## config.mk

```make
export PLATFORM = sky130hd
export DESIGN_NAME = afficheur_multiplex
export DESIGN_NICKNAME = d
export VERILOG_FILES = /design/src/rtl/afficheur_multiplex.sv
export SDC_FILE = /design/constraint.sdc
export NUM_CORES = 1
export LEC_CHECK = 0
export ABC_AREA = 0
export ABC_CLOCK_PERIOD_IN_PS = 2100
export BUFFER_PORTS_ARGS = -buffer_cell sky130_fd_sc_hd__buf_2
export CORE_MARGIN = 5
export CORE_UTILIZATION = 45
export DETAILED_ROUTE_END_ITERATION = 7
export HOLD_SLACK_MARGIN = 0.08
export PLACE_DENSITY = 0.68
export SYNTH_ARGS = -nofsm -noshare
export SYNTH_HDL_FRONTEND = slang
export SYNTH_SLANG_ARGS = --single-unit
export TNS_END_PERCENT = 50
```

## constraint.sdc

```tcl
create_clock -name clk -period 2.1 [get_ports clk]
set_input_delay 0.21 -clock clk [delete_from_list [all_inputs] [get_ports clk]]
set_output_delay 0.21 -clock clk [all_outputs]
set_load 0.02 [all_outputs]
```

## src/rtl/afficheur_multiplex.sv

```systemverilog
// afficheur_multiplex
// Multiplexed N-digit 7-segment display driver. A packed BCD value and its
// decimal points are captured on a one-cycle load strobe, then the digits are
// scanned one slot at a time on shared segment lines. Each slot begins with a
// short guard window with every digit enable off, so the previous digit's
// pattern never ghosts onto the next digit. Leading zeros can be blanked, and
// non-BCD codes are shown as a dash.
//
// Ports
//   clk    in   system clock, rising edge
//   reset  in   synchronous, active-high
//   load   in   strobe: capture value / dp_in
//   value  in   packed BCD, digit i = value[4i+3:4i], digit 0 least significant
//   dp_in  in   decimal point request per digit
//   seg    out  segments a..g on bits 0..6, polarity set by POLARITE
//   dp     out  decimal point segment, same polarity as seg
//   an     out  digit enables, polarity set by POLARITE_AN
module afficheur_multiplex #(
    parameter int NB_DIGITS   = 4,
    parameter int DIV_REFRESH = 50000,
    parameter int GUARD       = 16,
    parameter int POLARITE    = 1,
    parameter int POLARITE_AN = 1,
    parameter int BLANK_ZERO  = 1
) (
    input  logic                   clk,
    input  logic                   reset,
    input  logic                   load,
    input  logic [4*NB_DIGITS-1:0] value,
    input  logic [NB_DIGITS-1:0]   dp_in,
    output logic [6:0]             seg,
    output logic                   dp,
    output logic [NB_DIGITS-1:0]   an
);

    localparam int CW = (DIV_REFRESH > 1) ? $clog2(DIV_REFRESH) : 1;
    localparam int IW = (NB_DIGITS > 1) ? $clog2(NB_DIGITS) : 1;
    localparam logic SEG_INV = (POLARITE != 0);
    localparam logic AN_INV  = (POLARITE_AN != 0);
    localparam logic [CW-1:0] CNT_LAST = CW'(DIV_REFRESH - 1);
    localparam logic [IW-1:0] IDX_LAST = IW'(NB_DIGITS - 1);

    logic [CW-1:0]          cnt;
    logic [IW-1:0]          idx;
    logic [4*NB_DIGITS-1:0] disp;
    logic [NB_DIGITS-1:0]   dpl;
    logic [NB_DIGITS-1:0]   blank;

    logic [3:0]           digit;
    logic                 digit_blank;
    logic                 digit_dp;
    logic [6:0]           pattern;
    logic                 guard_done;
    logic [NB_DIGITS-1:0] onehot;
    logic [NB_DIGITS-1:0] blank_new;
    logic                 zero_above;

    // Select the current digit's code, blank flag and decimal point.
    always_comb begin
        digit       = '0;
        digit_blank = 1'b0;
        digit_dp    = 1'b0;
        for (int i = 0; i < NB_DIGITS; i++) begin
            if (idx == i[IW-1:0]) begin
                digit       = disp[4*i +: 4];
                digit_blank = blank[i];
                digit_dp    = dpl[i];
            end
        end
    end

    // Active-high abcdefg pattern; bit 6 is segment a, bit 0 is segment g
    // in this table, reversed onto seg[0..6] = a..g below.
    logic [6:0] abcdefg;
    always_comb begin
        abcdefg = 7'b0000001;
        unique case (digit)
            4'd0:    abcdefg = 7'b1111110;
            4'd1:    abcdefg = 7'b0110000;
            4'd2:    abcdefg = 7'b1101101;
            4'd3:    abcdefg = 7'b1111001;
            4'd4:    abcdefg = 7'b0110011;
            4'd5:    abcdefg = 7'b1011011;
            4'd6:    abcdefg = 7'b1011111;
            4'd7:    abcdefg = 7'b1110000;
            4'd8:    abcdefg = 7'b1111111;
            4'd9:    abcdefg = 7'b1111011;
            default: abcdefg = 7'b0000001;
        endcase
        if (digit_blank) begin
            abcdefg = 7'b0000000;
        end
        for (int s = 0; s < 7; s++) begin
            pattern[s] = abcdefg[6-s];
        end
    end

    always_comb begin
        guard_done = (int'({1'b0, cnt}) >= GUARD);
        onehot     = '0;
        for (int i = 0; i < NB_DIGITS; i++) begin
            onehot[i] = guard_done && (idx == i[IW-1:0]);
        end
    end

    // Digit i is blank when it and every digit above it are zero; walking
    // from the top keeps a running "all zero so far" flag.
    always_comb begin
        blank_new  = '0;
        zero_above = 1'b1;
        for (int i = NB_DIGITS - 1; i >= 0; i--) begin
            zero_above   = zero_above && (value[4*i +: 4] == 4'd0);
            blank_new[i] = (BLANK_ZERO != 0) && zero_above && (i != 0);
        end
    end

    always_ff @(posedge clk) begin
        if (reset) begin
            cnt   <= '0;
            idx   <= '0;
            disp  <= '0;
            dpl   <= '0;
            blank <= ~NB_DIGITS'(1);
            seg   <= {7{SEG_INV}};
            dp    <= SEG_INV;
            an    <= {NB_DIGITS{AN_INV}};
        end else begin
            seg <= SEG_INV ? ~pattern : pattern;
            dp  <= SEG_INV ? ~digit_dp : digit_dp;
            an  <= AN_INV ? ~onehot : onehot;

            if (cnt == CNT_LAST) begin
                cnt <= '0;
                idx <= (idx == IDX_LAST) ? '0 : idx + 1'b1;
            end else begin
                cnt <= cnt + 1'b1;
            end

            if (load) begin
                disp  <= value;
                dpl   <= dp_in;
                blank <= blank_new;
            end
        end
    end

endmodule

```

**Word-level counts from Yosys, hierarchy flattened**

Memories as Yosys holds them, arrays and structs flattened.
Index checks and enable logic that the tools add are counted.

- Flip-flop bits (word level): 53
- ROM bits: 112
- Input port bits: 23
- Output and inout bits: 12
- Word-level logic and storage cells: 43
- Memories kept: 1

Memory list:

| name | words | bits a word | read ports | clocked after Yosys merged registers in | wr ports | line | source |
|---|---|---|---|---|---|---|---|
| (no name shown) | 16 | 7 | 1 | 0 | 0 | 77 | `unique case (digit)` |

- $add $sub $neg: 2
- Order comparisons: 1
- Equality and inequality tests: 4
- Multiplexer cells: 13
- Bitwise logic cells: 3
- Reductions and logical operators: 11

Operator list:

| cell | count |
|---|---|
| adder 16 x 1 -> 16 bit, second input constant | 1 |
| == test 16 bit, second input constant | 1 |
| greater-or-equal comparator 16 x 5 -> 1 bit, second input constant | 1 |
| 2-to-1 mux 4 bit | 4 |
| logical NOT 4 bit | 3 |
| 2-to-1 mux 1 bit | 7 |
| 2-to-1 mux 7 bit | 1 |
| inverter 7 bit | 1 |
| logical AND 1 bit | 6 |
| == test 2 bit, second input constant | 2 |
| inverter 4 bit | 1 |
| adder 2 x 1 -> 2 bit, second input constant | 1 |
| == test 2 x 1 -> 1 bit, second input constant | 1 |
| logical NOT 2 bit | 1 |
| 2-to-1 mux 2 bit | 1 |
| OR reduction 2 bit | 1 |
| inverter 1 bit | 1 |

**Logic depth before layout (Yosys ltp)**

Gate-level depths: netlist of the first run.
An unclocked memory read counts as a cell.

- Depth in word-level cells: 8
- Mapped depth: 12
- Gate-level depth less buffers: 11

**Least setup slack after synthesis of the first run**

OpenSTA, ideal clock, no wires.

- Path type: register -> register
- From: reg idx[0]
- To: reg seg[3]
- Library setup time: 0.152 ns
- Arrival: 1.916 ns
- Data required time: 1.948 ns
- Path slack: 0.031 ns
- Cell stages (with the launch flop): 11
- Path buffers: 1
- Period minus slack after synthesis: 2.069 ns
- Cells stage by stage: dfxtp_1 inv_1 ha_1 clkbuf_1 a22o_1 a31oi_1 inv_1 ha_1 mux2_2 nor2_1 o21ai_0

- Cells in the longest elaborated chain, start to end: 8
- Elaborated cells on any way between the ends: 14
- Those cells by class: 3 x eq/ne; 8 x mux; 1 x bitwise; 1 x reduce/logical; 1 x memory

Ends and longest elaborated chain:

| what | line | source |
|---|---|---|
| start: declaration | 44 | `logic [IW-1:0] idx;` |
| start signal: assignment | 134 | `idx <= (idx == IDX_LAST) ? '0 : idx + 1'b1;` |
| logical NOT 2 bit | 64 | `if (idx == i[IW-1:0]) begin` |
| 2-to-1 mux 4 bit (4 in a row) | 64 |  |
| memory read (16 x 7 bit) | -- |  |
| 2-to-1 mux 7 bit * | 90 | `if (digit_blank) begin` |
| inverter 7 bit * | 128 | `seg <= SEG_INV ? ~pattern : pattern;` |
| end signal: assignment | 124 | `seg <= {7{SEG_INV}};` |
| end signal: assignment | 128 |  |
| end: declaration | 31 | `output logic [6:0] seg,` |

Every way passes the cells marked *; elsewhere a longest branch is shown, timed or not.
A chain may end at the register's enable or synchronous reset.

**Worst setup path in the final report of the first run**

Same ends and word-level chain as after synthesis.

==> impl_metrics.json, run 1 <==
{
  "tns_ns": 0,
  "clockBufferDepth": 2,
  "finalNonFillerCells": 380,
  "place_hpwl_um": 3450,
  "ys_ff_latch": 53,
  "finalHoldViolCount": 0,
  "cts_tree": "built",
  "synth_edf_count": 0,
  "yosys_warnings": 0,
  "dp_worst_setup_slack_ns": -0.0280,
  "synth_ff_type": "dfxtp_1",
  "postSynthCellCount": 264,
  "cap_violations": 0,
  "pwr_density_cell_mw_per_mm2": 689,
  "cp_max_fo": 4,
  "synthesis.area_mm2": 0.00237,
  "synthToLayoutAreaGrowth_pct": 21.9,
  "clockRootBuffer": "clkbuf_8",
  "grt_max_degree": 30,
  "worstPathArrival_ns": 2.18,
  "dp_cells": 370,
  "dr_wl_met2_um": 1990,
  "yosysSeqAreaShare_pct": 44.7,
  "fin_nets": 343,
  "end_kind": "register",
  "rows": 26,
  "outcome": "complete, no violations",
  "syn_area_per_cell_um2": 8.98,
  "antenna_left": 0,
  "hold_slack_ns": 0.134,
  "core_mm2": 0.00511,
  "yosysTopAreaCellShare_pct": 44.7,
  "slowest_delay_ns": 0.40,
  "synth.distinct_cells": 38,
  "nFillCells": 466,
  "fin_skew_ns": 0.00913,
  "grt_pass1_vias": 1706,
  "clock_sinks": 53,
  "drtPass1Iterations": 5,
  "grt_first_pass_wirelength_um": 7920,
  "synthTopCellsByCount": "53 x dfxtp_1, 53 x nor2_1, 22 x mux2i_1, 22 x nand2_1, 13 x inv_1",
  "r2r-start": "idx[0]$_SDFFE_PP0P_",
  "start_util_pct": 46.4,
  "top_layer": "met4",
  "portBuffers": 34,
  "die_h_um": 82.6,
  "vias": 1887,
  "max_freq_ghz": 0.503,
  "crit_chain": "inv_1, ha_2, a22o_1, a31oi_4, buf_4, ha_4, mux2_2, nor2_1, o21ai_0",
  "gp_congestion": 0.867,
  "worstSetupStartpoint": "idx[0]$_SDFFE_PP0P_",
  "startpoint_type": "register",
  "crit_slowest_cell": "dfxtp_4",
  "max_slew_margin_pct": 58.9,
  "drc": 0,
  "drt-met1-wl_um": 2390,
  "maxSlewViolCount": 0,
  "min_from": "value[2]",
  "setup_ws_ns": 0.114,
  "routed_wl_um": 4750,
  "critPathKind": "register to register",
  "die_x_um": 82.6,
  "required_ns": 2.29,
  "cts_hold_buffers": 0,
  "wl_per_cell_um": 12.5,
  "htreeDepth": 2,
  "overflow": 0,
  "track_usage_pct": 15.2,
  "die_area_mm2": 0.00682,
  "antenna_found_initial": 0,
  "drive_gt1_share_pct": 24.2,
  "ys_async_sr_fraction_pct": 0,
  "cts_made_buffers": 5,
  "dr.first_iter.drc_count": 63,
  "synth.area.top_cells": "dfxtp_1 45%, mux2i_1 9.3%, nor2_1 8.4%, ha_1 5.8%, nand2_1 3.5%",
  "ios": 35,
  "setup_viol": 0,
  "fin_crit_ns": 1.99,
  "path_clk_slew_ns": 0.09,
  "clock_latency_ns": 0.30,
  "max-vdd-ir-drop_v": 0.000362,
  "holdCritPathClass": "primary input to register",
  "vias_per_cell": 4.97,
  "tightest_slew_ns": 0.617,
  "dr_wl_met3_um": 261,
  "p_total_uw": 1990,
  "diodes": 0,
  "p_leak_uw": 0.00123,
  "syn-num-nets": 298,
  "yosysTopAreaCell": "dfxtp_1",
  "finalCritPeriodShare_pct": 94.6
}
[through the flow]
step / util (%) / area [um2]
final: 56.6 / 2890
after floorplan: - / 2370
after global routing: 56.6 / 2890
after detailed placement: 52.1 / 2660
after CTS: 54.6 / 2790
after global placement: 52.1 / 2660
[report_power, final]
part | leakage, uW | internal [uW] | switching, uW
Clock | 0.0000585 | 389 | 327
Sequential | 0.000437 | 1050 | 24.1
Combinational | 0.000732 | 94.1 | 111
Total | 0.00123 | 1530 | 462
[per-layer routing]
layer / track usage [%] / vias up
met2: 23.0 / 37
li1: - / 974
met3: 3.80 / 12
met5: 0 / -
met1: 20.7 / 864
met4: 6.21 / 0
[area by class of cell]
class / instances / area [um2] / share of cell area (%)
clock inverter: 1 / 30.0 / 1.04
timing repair buffer: 49 / 283 / 9.78
tap: 70 / 87.6 / 3.03
sequential: 53 / 1070 / 37.0
multi-input combinational: 187 / 1290 / 44.5
clock buffer: 7 / 86.3 / 2.99
inverter: 13 / 48.8 / 1.69
[repair_timing]
item / 4_1_cts / 5_1_grt
resized for setup: 4 / 17
endpoints found under the setup margin: 2 / 4
pin swaps: 0 / 2
buffers inserted: 0 / 2
[flip-flops by register name (all words and copies together), names as in the netlist]
| name | cells |
|---|---|
| seg | 7 |
| cnt | 16 |
| blank | 3 |
| disp | 16 |
| idx | 2 |
| an | 4 |
| dpl | 4 |
| dp | 1 |
[cells by family after synthesis]
kind of cell,after synthesis,synth area share [%]
AO/OA/AOI/OAI,27,6.97
flip-flops,53,44.7
buffers and inverters,24,4.85
multiplexers,25,10.7
adder cells (fa/ha/maj),11,5.80
XOR/XNOR,14,5.17
AND/OR/NAND/NOR,110,21.7
[critical path: cells and delay by family (launching register included)]
family	cells	cell delay, ns
compound gates	3	0.45
fa+ha+maj	2	0.43
buf+inv	2	0.25
flops	1	0.40
mux	1	0.25
simple gates	1	0.10
[cell usage in the layout, fill, tap and decap left out, drive strengths merged, types with 2 or more instances in the layout]
cell,count
ha,11
a31oi,3
xor2,7
a211oi,2
clkbuf,7
xnor2,7
nand2b,2
nand3,4
nand2,22
a22o,2
buf,49
nand4,5
nor2,53
nor4,3
or4,3
nand3b,5
nor2b,2
mux2,3
a21oi,10
dfxtp,53
nor3,2
mux2i,22
o21ai,7
inv,13
and3,4
[worst paths after layout]
path                                             end  cells after the start  slack [ns]
worst max-delay path               seg[3]$_SDFF_PP1_                      9        0.11
worst min-delay path            disp[2]$_SDFFE_PP0P_                      3        0.13
worst max register to register     seg[3]$_SDFF_PP1_                      9        0.11
worst min register to register     cnt[0]$_SDFF_PP0_                      1        0.47
No activity file was read; power rests on OpenSTA's default activity.
==> run 2: changes to the inputs <==
--- a/config.mk
+++ b/config.mk
@@ -8,11 +8,14 @@
 export ABC_AREA = 0
 export ABC_CLOCK_PERIOD_IN_PS = 2100
 export BUFFER_PORTS_ARGS = -buffer_cell sky130_fd_sc_hd__buf_2
+export CELL_PAD_IN_SITES_DETAIL_PLACEMENT = 1
+export CELL_PAD_IN_SITES_GLOBAL_PLACEMENT = 2
 export CORE_MARGIN = 5
-export CORE_UTILIZATION = 45
+export CORE_UTILIZATION = 31
 export DETAILED_ROUTE_END_ITERATION = 7
 export HOLD_SLACK_MARGIN = 0.08
-export PLACE_DENSITY = 0.68
+export PLACE_DENSITY_LB_ADDON = 0.15
+export SKIP_CTS_REPAIR_TIMING = 1
 export SYNTH_ARGS = -nofsm -noshare
 export SYNTH_HDL_FRONTEND = slang
 export SYNTH_SLANG_ARGS = --single-unit
==> run 2 against run 1 <==
Combinational power hardly changed; critical endpoint is now seg[0]$_SDFF_PP1_; critical path depth is 1 higher; clock power is 20% lower; design area is 0.87% lower; largest cell class unchanged; count of clock-buffer cells in the layout stayed put; non-clock buffer count is 1 lower; cell count is 7.1% higher.
==> impl_metrics.json, run 2 (synthesis gave the netlist of run 1 again) <==
{
  "clockRootBuffer": "clkbuf_8",
  "max_slew_margin_pct": 57.3,
  "cts_made_buffers": 5,
  "synthToLayoutAreaGrowth_pct": 20.8,
  "fin_skew_ns": 0.00635,
  "worstPathArrival_ns": 2.19,
  "dr.first_iter.drc_count": 79,
  "r2r-start": "idx[0]$_SDFFE_PP0P_",
  "p_total_uw": 1850,
  "holdCritPathClass": "primary input to register",
  "required_ns": 2.29,
  "clock_sinks": 53,
  "max_freq_ghz": 0.499,
  "critPathKind": "register to register",
  "reg2reg_slack_ns": 0.1,
  "die_area_mm2": 0.00950,
  "path_clk_slew_ns": 0.09,
  "drc": 0,
  "layout_commonest_cell": "nor2_1",
  "min_to": "disp[1]$_SDFFE_PP0P_",
  "dp_cells": 399,
  "stdcell_area_mm2": 0.00287,
  "rsz0062_at_grt": "yes",
  "drive_gt1_share_pct": 23.4,
  "portBuffers": 34,
  "cts_tree": "built",
  "startpoint_type": "register",
  "place_hpwl_um": 4160,
  "rows": 31,
  "p_leak_uw": 0.00120,
  "finalNonFillerCells": 407,
  "grt_first_pass_wirelength_um": 9400,
  "drtPass1Iterations": 4,
  "grt_pass1_vias": 1982,
  "fin_nets": 342,
  "htreeDepth": 2,
  "holdPathStages": 3,
  "vias_per_cell": 4.65,
  "die_x_um": 97.5,
  "routed_wl_um": 5400,
  "cp_max_fo": 6,
  "track_usage_pct": 11.9,
  "vias": 1892,
  "antenna_left": 0,
  "pwr_density_cell_mw_per_mm2": 646,
  "min_from": "value[1]",
  "ff2ff_path_depth": 10,
  "finalCritPeriodShare_pct": 95.4,
  "start_util_pct": 32.3,
  "max-vdd-ir-drop_v": 0.000324,
  "antenna_found_initial": 0,
  "tns_ns": 0,
  "overflow": 0,
  "tightest_slew_ns": 0.640,
  "finalHoldViolCount": 0,
  "dpl_cell_area_mm2": 0.00271,
  "end_kind": "register",
  "ios": 35,
  "clock_latency_ns": 0.30,
  "gp_congestion": 0.762,
  "outcome": "complete, no violations",
  "wl_per_cell_um": 13.3,
  "final_cell_mix": "52 x nor2_1, 51 x dfxtp_1, 34 x buf_2",
  "core_mm2": 0.00733,
  "die_h_um": 97.5,
  "r2r-end": "seg[0]$_SDFF_PP1_",
  "diodes": 0,
  "maxSlewViolCount": 0,
  "clockBufferDepth": 2,
  "grt_max_degree": 25,
  "nFillCells": 881,
  "reg.largest.list": "cnt: 16 flops, disp: 16 flops, seg: 7 flops",
  "cap_violations": 0,
  "fin_crit_ns": 2.00,
  "setup_viol": 0
}
==> run 2: cell types whose count changed in the layout (fill, tap and decap cells not counted), sizes merged <==
| cell | change |
|---|---|
| bufinv | -1 |
| buf | -1 |
==> run 2: layout make-up <==
type	instances	area, um2	share of cell area [%]
multi-input combinational	187	1250	43.6
clock buffer	7	86.3	3.01
sequential	53	1070	37.3
timing repair buffer	48	288	10.0
tap	99	124	4.32
inverter	13	48.8	1.70
==> run 2: worst max path at each step <==
stage	start	depth (start not counted)	end
after floorplan	idx[0]$_SDFFE_PP0P_	10	seg[3]$_SDFF_PP1_
after global placement	idx[0]$_SDFFE_PP0P_	9	seg[3]$_SDFF_PP1_
after detailed placement	idx[0]$_SDFFE_PP0P_	9	seg[3]$_SDFF_PP1_
after CTS	idx[1]$_SDFFE_PP0P_	9	seg[0]$_SDFF_PP1_
after global routing	idx[0]$_SDFFE_PP0P_	10	seg[0]$_SDFF_PP1_
final	idx[0]$_SDFFE_PP0P_	10	seg[0]$_SDFF_PP1_
==> run 2: worst max-delay path: stages (launching register included) <==
cell      delay, ns
dfxtp_4        0.40
inv_1          0.07
ha_2           0.24
nor2_2         0.18
o211ai_1       0.14
nand2_2        0.14
inv_1          0.08
ha_1           0.21
mux2_2         0.27
nor2_1         0.08
o21ai_0        0.07
==> run 2: routing by layer <==
metal / track usage, % / vias up / wire (um)
li1: - / 972 / -
met2: 21.7 / 21 / 2670
met3: 2.87 / 4 / 177
met5: 0 / - / 0
met1: 13.7 / 895 / 2500
met4: 3.51 / 0 / 55
==> run 2: metrics by stage <==
stage | setup slack (ns) | hold WS (ns) | util [%]
final | 0.0964 | 0.136 | 39.1
after global routing | -0.0418 | 0.152 | 39.1
after CTS | -0.0797 | 0.132 | 38.1
after detailed placement | -0.0536 | 0.455 | 37.0
after global placement | 0.0349 | 0.442 | 37.0
after floorplan | 0.0314 | 0.357 | -
==> run 2: where the power goes <==
part,internal [uW],switching (uW),total (uW),leakage (uW)
Sequential,1050,22.4,1070,0.000437
Clock,262,311,573,0.0000443
Combinational,93.4,113,207,0.000723
